===== config.mk =====
export PLATFORM = sky130hd
export DESIGN_NAME = peripheral_noc_traffic_gen
export DESIGN_NICKNAME = d
export VERILOG_FILES = /design/src/rtl/peripheral_noc_traffic_gen.sv
export SDC_FILE = /design/constraint.sdc
export NUM_CORES = 1
export LEC_CHECK = 0
export ABC_AREA = 1
export BUFFER_PORTS_ARGS = -buffer_cell sky130_fd_sc_hd__buf_2
export CAP_MARGIN = 20
export CORE_UTILIZATION = 47
export DETAILED_ROUTE_END_ITERATION = 16
export PLACE_DENSITY = 0.69
export SYNTH_ARGS = -nofsm -noshare
export SYNTH_HDL_FRONTEND = slang
export SYNTH_SLANG_ARGS = --single-unit

===== constraint.sdc =====
create_clock -name clk -period 4 [get_ports clk]
set_clock_uncertainty 0.1 [all_clocks]
set_input_delay 0.6 -clock clk [delete_from_list [all_inputs] [get_ports clk]]
set_output_delay 0.6 -clock clk [all_outputs]
set_load 0.01 [all_outputs]

===== src/rtl/peripheral_noc_traffic_gen.sv =====
// peripheral_noc_traffic_gen: synthetic packet source for one NoC injection channel.
// Emits fixed-length packets to LFSR-chosen destinations that are never this node.
// A programmable gap follows each packet, and the block stops after a programmable
// packet count.
// Optional build macro PERIPHERAL_NOC_TRAFFIC_GEN_STALL_STATS_EN adds backpressure
// statistics outputs (stall_cycles, max_stall).
// Handshake: a flit transfers on a cycle where out_valid && out_ready. Once out_valid
// is raised, out_flit/out_last hold stable and out_valid stays high until that transfer.
module peripheral_noc_traffic_gen #(
    parameter int          FLIT_WIDTH = 34,
    parameter int          NODES      = 16,
    parameter int          NODE_ID    = 0,
    parameter int          PKT_LEN    = 4,
    parameter int          DEST_WIDTH = $clog2(NODES),
    parameter logic [15:0] LFSR_SEED  = 16'hACE1
) (
    input  logic                  clk,
    input  logic                  rst,
    input  logic                  enable,
    input  logic [15:0]           num_packets,
    input  logic [7:0]            gap_cycles,
    output logic [FLIT_WIDTH-1:0] out_flit,
    output logic                  out_last,
    output logic                  out_valid,
    input  logic                  out_ready,
    output logic                  done,
    output logic [15:0]           packets_sent,
`ifdef PERIPHERAL_NOC_TRAFFIC_GEN_STALL_STATS_EN
    output logic [31:0]           stall_cycles,
    output logic [15:0]           max_stall,
`endif
    output logic [2:0]            dbg_state
);

    typedef enum logic [2:0] {
        S_IDLE    = 3'd0,
        S_HEADER  = 3'd1,
        S_PAYLOAD = 3'd2,
        S_GAP     = 3'd3,
        S_DONE    = 3'd4
    } state_t;

    localparam logic [DEST_WIDTH-1:0] L_NODE     = DEST_WIDTH'(NODE_ID);
    localparam logic [15:0]           L_LAST_IDX = 16'(PKT_LEN - 1);
    localparam logic [15:0]           L_MASK     = 16'hB400;

    state_t                r_state;
    state_t                w_next;
    logic [15:0]           r_lfsr;
    logic [15:0]           r_seq;
    logic [15:0]           r_flit_idx;
    logic [7:0]            r_gap_cnt;
    logic [15:0]           r_num;
    logic                  r_done;
    logic [15:0]           r_sent;
    logic                  w_complete;
    logic                  w_hit;
    logic [DEST_WIDTH-1:0] w_d;
    logic [DEST_WIDTH-1:0] w_dest;
    logic [15:0]           w_lfsr_next;
    logic [FLIT_WIDTH-1:0] w_hdr;
    logic [FLIT_WIDTH-1:0] w_pay;

    // Destination from the low LFSR bits, bumped by one when it would hit this node
    assign w_d         = r_lfsr[DEST_WIDTH-1:0];
    assign w_dest      = (w_d == L_NODE) ? w_d + DEST_WIDTH'(1) : w_d;
    assign w_lfsr_next = {1'b0, r_lfsr[15:1]} ^ (r_lfsr[0] ? L_MASK : 16'h0000);
    assign w_hit       = (r_num != 16'd0) && ((r_sent + 16'd1) == r_num);

    assign done         = r_done;
    assign packets_sent = r_sent;
    assign dbg_state    = r_state;

    // Assemble header and payload flit words from the current packet state
    always_comb begin
        w_hdr = '0;
        w_hdr[FLIT_WIDTH-1 -: DEST_WIDTH]            = w_dest;
        w_hdr[FLIT_WIDTH-1-DEST_WIDTH -: DEST_WIDTH] = L_NODE;
        w_hdr[15:0]                                  = r_seq;
        w_pay = '0;
        w_pay[31:16] = r_seq;
        w_pay[15:0]  = r_flit_idx;
    end

    // Next-state and channel outputs; flit words depend only on registered state, so they hold under stall
    always_comb begin
        w_next     = r_state;
        out_valid  = 1'b0;
        out_last   = 1'b0;
        out_flit   = '0;
        w_complete = 1'b0;
        case (r_state)
            S_IDLE: begin
                if (enable && !r_done) w_next = S_HEADER;
            end
            S_HEADER: begin
                out_valid = 1'b1;
                out_flit  = w_hdr;
                out_last  = (PKT_LEN == 1);
                if (out_ready) begin
                    if (PKT_LEN == 1) w_complete = 1'b1;
                    else              w_next     = S_PAYLOAD;
                end
            end
            S_PAYLOAD: begin
                out_valid = 1'b1;
                out_flit  = w_pay;
                out_last  = (r_flit_idx == L_LAST_IDX);
                if (out_ready && out_last) w_complete = 1'b1;
            end
            S_GAP: begin
                if (r_gap_cnt <= 8'd1) w_next = S_IDLE;
            end
            S_DONE: begin
                w_next = S_DONE;
            end
            default: w_next = S_IDLE;
        endcase
        if (w_complete) begin
            if (w_hit)                   w_next = S_DONE;
            else if (gap_cycles != 8'd0) w_next = S_GAP;
            else                         w_next = S_IDLE;
        end
    end

    // State register plus packet bookkeeping (LFSR, sequence, flit index, gap, counters)
    always_ff @(posedge clk) begin
        if (rst) begin
            r_state    <= S_IDLE;
            r_lfsr     <= LFSR_SEED;
            r_seq      <= 16'd0;
            r_flit_idx <= 16'd0;
            r_gap_cnt  <= 8'd0;
            r_num      <= 16'd0;
            r_done     <= 1'b0;
            r_sent     <= 16'd0;
        end else begin
            r_state <= w_next;
            if (r_state == S_IDLE && w_next == S_HEADER) r_num <= num_packets;
            if (r_state == S_HEADER && out_ready) begin
                r_lfsr     <= w_lfsr_next;
                r_flit_idx <= 16'd1;
            end
            if (r_state == S_PAYLOAD && out_ready) r_flit_idx <= r_flit_idx + 16'd1;
            if (r_state == S_GAP) r_gap_cnt <= r_gap_cnt - 8'd1;
            if (w_complete) begin
                r_sent     <= r_sent + 16'd1;
                r_seq      <= r_seq + 16'd1;
                r_flit_idx <= 16'd0;
                if (w_hit)                   r_done    <= 1'b1;
                else if (gap_cycles != 8'd0) r_gap_cnt <= gap_cycles;
            end
        end
    end

`ifdef PERIPHERAL_NOC_TRAFFIC_GEN_STALL_STATS_EN
    logic        w_stall;
    logic [15:0] r_run;
    logic [15:0] w_run_inc;

    assign w_stall   = out_valid && !out_ready;
    assign w_run_inc = (r_run == 16'hFFFF) ? r_run : r_run + 16'd1;

    // Saturating total stall count and longest consecutive stall run
    always_ff @(posedge clk) begin
        if (rst) begin
            stall_cycles <= 32'd0;
            max_stall    <= 16'd0;
            r_run        <= 16'd0;
        end else if (w_stall) begin
            if (stall_cycles != 32'hFFFF_FFFF) stall_cycles <= stall_cycles + 32'd1;
            r_run <= w_run_inc;
            if (w_run_inc > max_stall) max_stall <= w_run_inc;
        end else begin
            r_run <= 16'd0;
        end
    end
`endif

endmodule

==> results.yml <==
floorplan:
  core_area_um2: 10500
  die_area_um2: 11400
  initial_core_util: 0.492
  io_pins: 84
  num_rows: 37
  die_width_um: 107
  die_y_um: 107
yosys:
  synth_top_area_cell: "dfxtp_1"
  synth_cell_types: 36
  syn_nets: 802
  ys_seq_area_frac: 0.358
  synthCells: 767
  synth_area_um2: 5140
  yosysTopAreaCellShare: 0.358
  avgSynthCellArea_um2: 6.71
  ys_seq_elements: 92
  ys_top_cells_by_area: "dfxtp_1, nand2_1, inv_1, a21oi_1, nor2_1"
  synthesis.yosys.warnings: 0
worst_setup_path:
  worstSetupEndpoint: "packets_sent[9]"
  end_kind: "flop"
  crit_path_start: "dbg_state[1]"
  r2r_setup_slack_ps: 700
  worstSetupPathType: "flop to flop"
  start_kind: "flop"
  cp.required_ps: 4120
  path_max_fanout: 34
  timing.rr.start: "dbg_state[1]"
  reg2reg_depth: 5
  rr_endpoint: "packets_sent[9]"
  critical_path_arrival_ps: 3410
layout:
  final_area_um2: 5860
  layout-drive-gt1-share: 0.150
  syn2layout_area_growth_pct: 14.0
  diodes: 0
  instances_no_fill: 981
  final_nets: 875
  final_common_cell: "nand2_1"
  final_cell_mix: "nand2_1, inv_1, dfxtp_1, buf_2, nor2_1"
cts:
  cts_tree: "done"
  cts_num_sinks: 92
  cts_buffers: 9
  clkLatencyLatePin_ps: 370
  clock-root-buffer: "clkbuf_8"
  clockBufferDepth: 2
  cts_resized: 0
  path_clk_slew_ps: 90
  htreeDepth: 3
  cts_setup_buffers: 0
  cts.hold.buffers_added: 0
placed_design:
  placed_area_um2: 5640
  detailed_place_hpwl_um: 10800
  dpl.cell_count: 965
  place.port_buffers: 83
  place_congestion: 0.931
timing:
  finalCriticalPeriod_ps: 3300
  maxSlewHeadroom: 0.300
  fmax_mhz: 303
  worst_slew_pin_slew_ps: 1050
  hold_ws_ps: 368
  setup_violations: 0
  totalNegativeSetupSlack_ps: 0
  fin_crit_sh: 0.824
  final-hold-violation-count: 0
  slew_violations: 0
  rsz0062_at_grt: "false"
status:
  status: "completed"
power_and_ir_drop:
  p_per_area_nw_per_um2: 322
  vdd_ir_drop_max_mv: 0.137
  p_leak_nw: 2.40
grt:
  grt_pass1_vias: 4915
  grt_overflow_total: 0
  grt_pass1_wl_um: 23300
  grt_max_degree: 35
  antenna_found_initial: 0
  track_usage: 0.259
routing:
  firstDrtPassIters: 5
  drc: 0
  num_vias: 5384
  drt-total-wl_um: 14400
  wire_per_inst_um: 14.7
  viasPerCell: 5.49
  drt.antenna.violating_nets: 0
  dr.first_iter.drc_count: 444
run:
  drv_cap: 0
worst_hold_path:
  hold_class: "flop to flop"
  min_path_cells: 2
==> metrics by stage <==
step	setup slack, ps	util	total power, mW
2_1_floorplan	2000	-	1.13
3_3_place_gp	1020	0.539	1.19
3_5_place_dp	804	0.539	1.19
4_1_cts	792	0.561	1.90
5_1_grt	402	0.561	1.97
6_report	704	0.561	1.89
==> registers in the layout (all words and copies together) (netlist names) <==
| name | cells |
|---|---|
| dbg_state | 3 |
| done | 1 |
| packets_sent | 16 |
| r_flit_idx | 16 |
| r_gap_cnt | 8 |
| r_lfsr | 16 |
| r_num | 16 |
| r_seq | 16 |
==> area by class of cell <==
| type | count | area (um2) |
|---|---|---|
| clock buffers | 10 | 138 |
| repair buffers | 86 | 438 |
| inverters | 101 | 380 |
| multi-input cells | 550 | 2810 |
| flip-flops and latches | 92 | 1840 |
| well taps | 136 | 170 |
| fillers | 1044 | 4600 |
| clock inverters | 6 | 87.6 |
==> worst max-delay path, stage by stage, from the launching register on <==
cell,delay [ps]
dfxtp_1,470
nand3_2,520
inv_1,330
nand4_1,520
nand2_1,1010
o22ai_1,170
==> cells by family (layout without fill, tap and decap cells) <==
kind of cell	count (synthesis)	in the layout	synth area share
AOI/OAI and AO/OA	151	151	0.162
xor gates and xnor gates	17	17	0.0316
adders and majority gates	7	7	0.0170
buffers and inverters	125	203	0.0958
DFF	92	92	0.358
and+or+nand+nor	375	375	0.335
==> cell usage after synthesis (all sizes together) <==
cell type    instances
nand4               22
and3                 1
xor2                11
nor3                20
clkinv               1
ha                   7
a22oi                1
buf                  1
xnor2                5
inv                100
o31ai                1
nor2                91
nor4b                1
xnor3                1
nand2              168
a221oi               2
nor3b                5
nor4                 5
a211oi               4
nand3               62
dlygate4sd1          1
dfxtp               92
o211ai               5
clkbuf              22
o22ai               33
a31oi                3
a21oi               60
o21ai               42
==> layer usage <==
| metal | part of all wire | global-route usage | vias to the layer above |
|---|---|---|---|
| met3 | 0.061 | 0.0371 | 20 |
| met2 | 0.46 | 0.424 | 189 |
| met1 | 0.46 | 0.342 | 2475 |
| met5 | 0 | 0 | - |
| met4 | 0.019 | 0.104 | 0 |
| li1 | - | - | 2700 |
==> worst min path at each step <==
stage | from | end | slack [ps]
2_1_floorplan | r_lfsr[6] | r_lfsr[6] | 330
3_3_place_gp | r_lfsr[6] | r_lfsr[6] | 340
3_5_place_dp | r_lfsr[6] | r_lfsr[6] | 350
4_1_cts | r_lfsr[6] | r_lfsr[6] | 370
5_1_grt | r_lfsr[15] | r_lfsr[15] | 400
6_report | r_lfsr[6] | r_lfsr[6] | 370
==> power by group <==
part | total [mW] | internal, mW | switching [mW]
clock | 0.718 | 0.368 | 0.350
combinational | 0.205 | 0.0694 | 0.136
sequential | 0.968 | 0.947 | 0.0211
total | 1.89 | 1.38 | 0.507
Power figures use the tool's default switching activity.
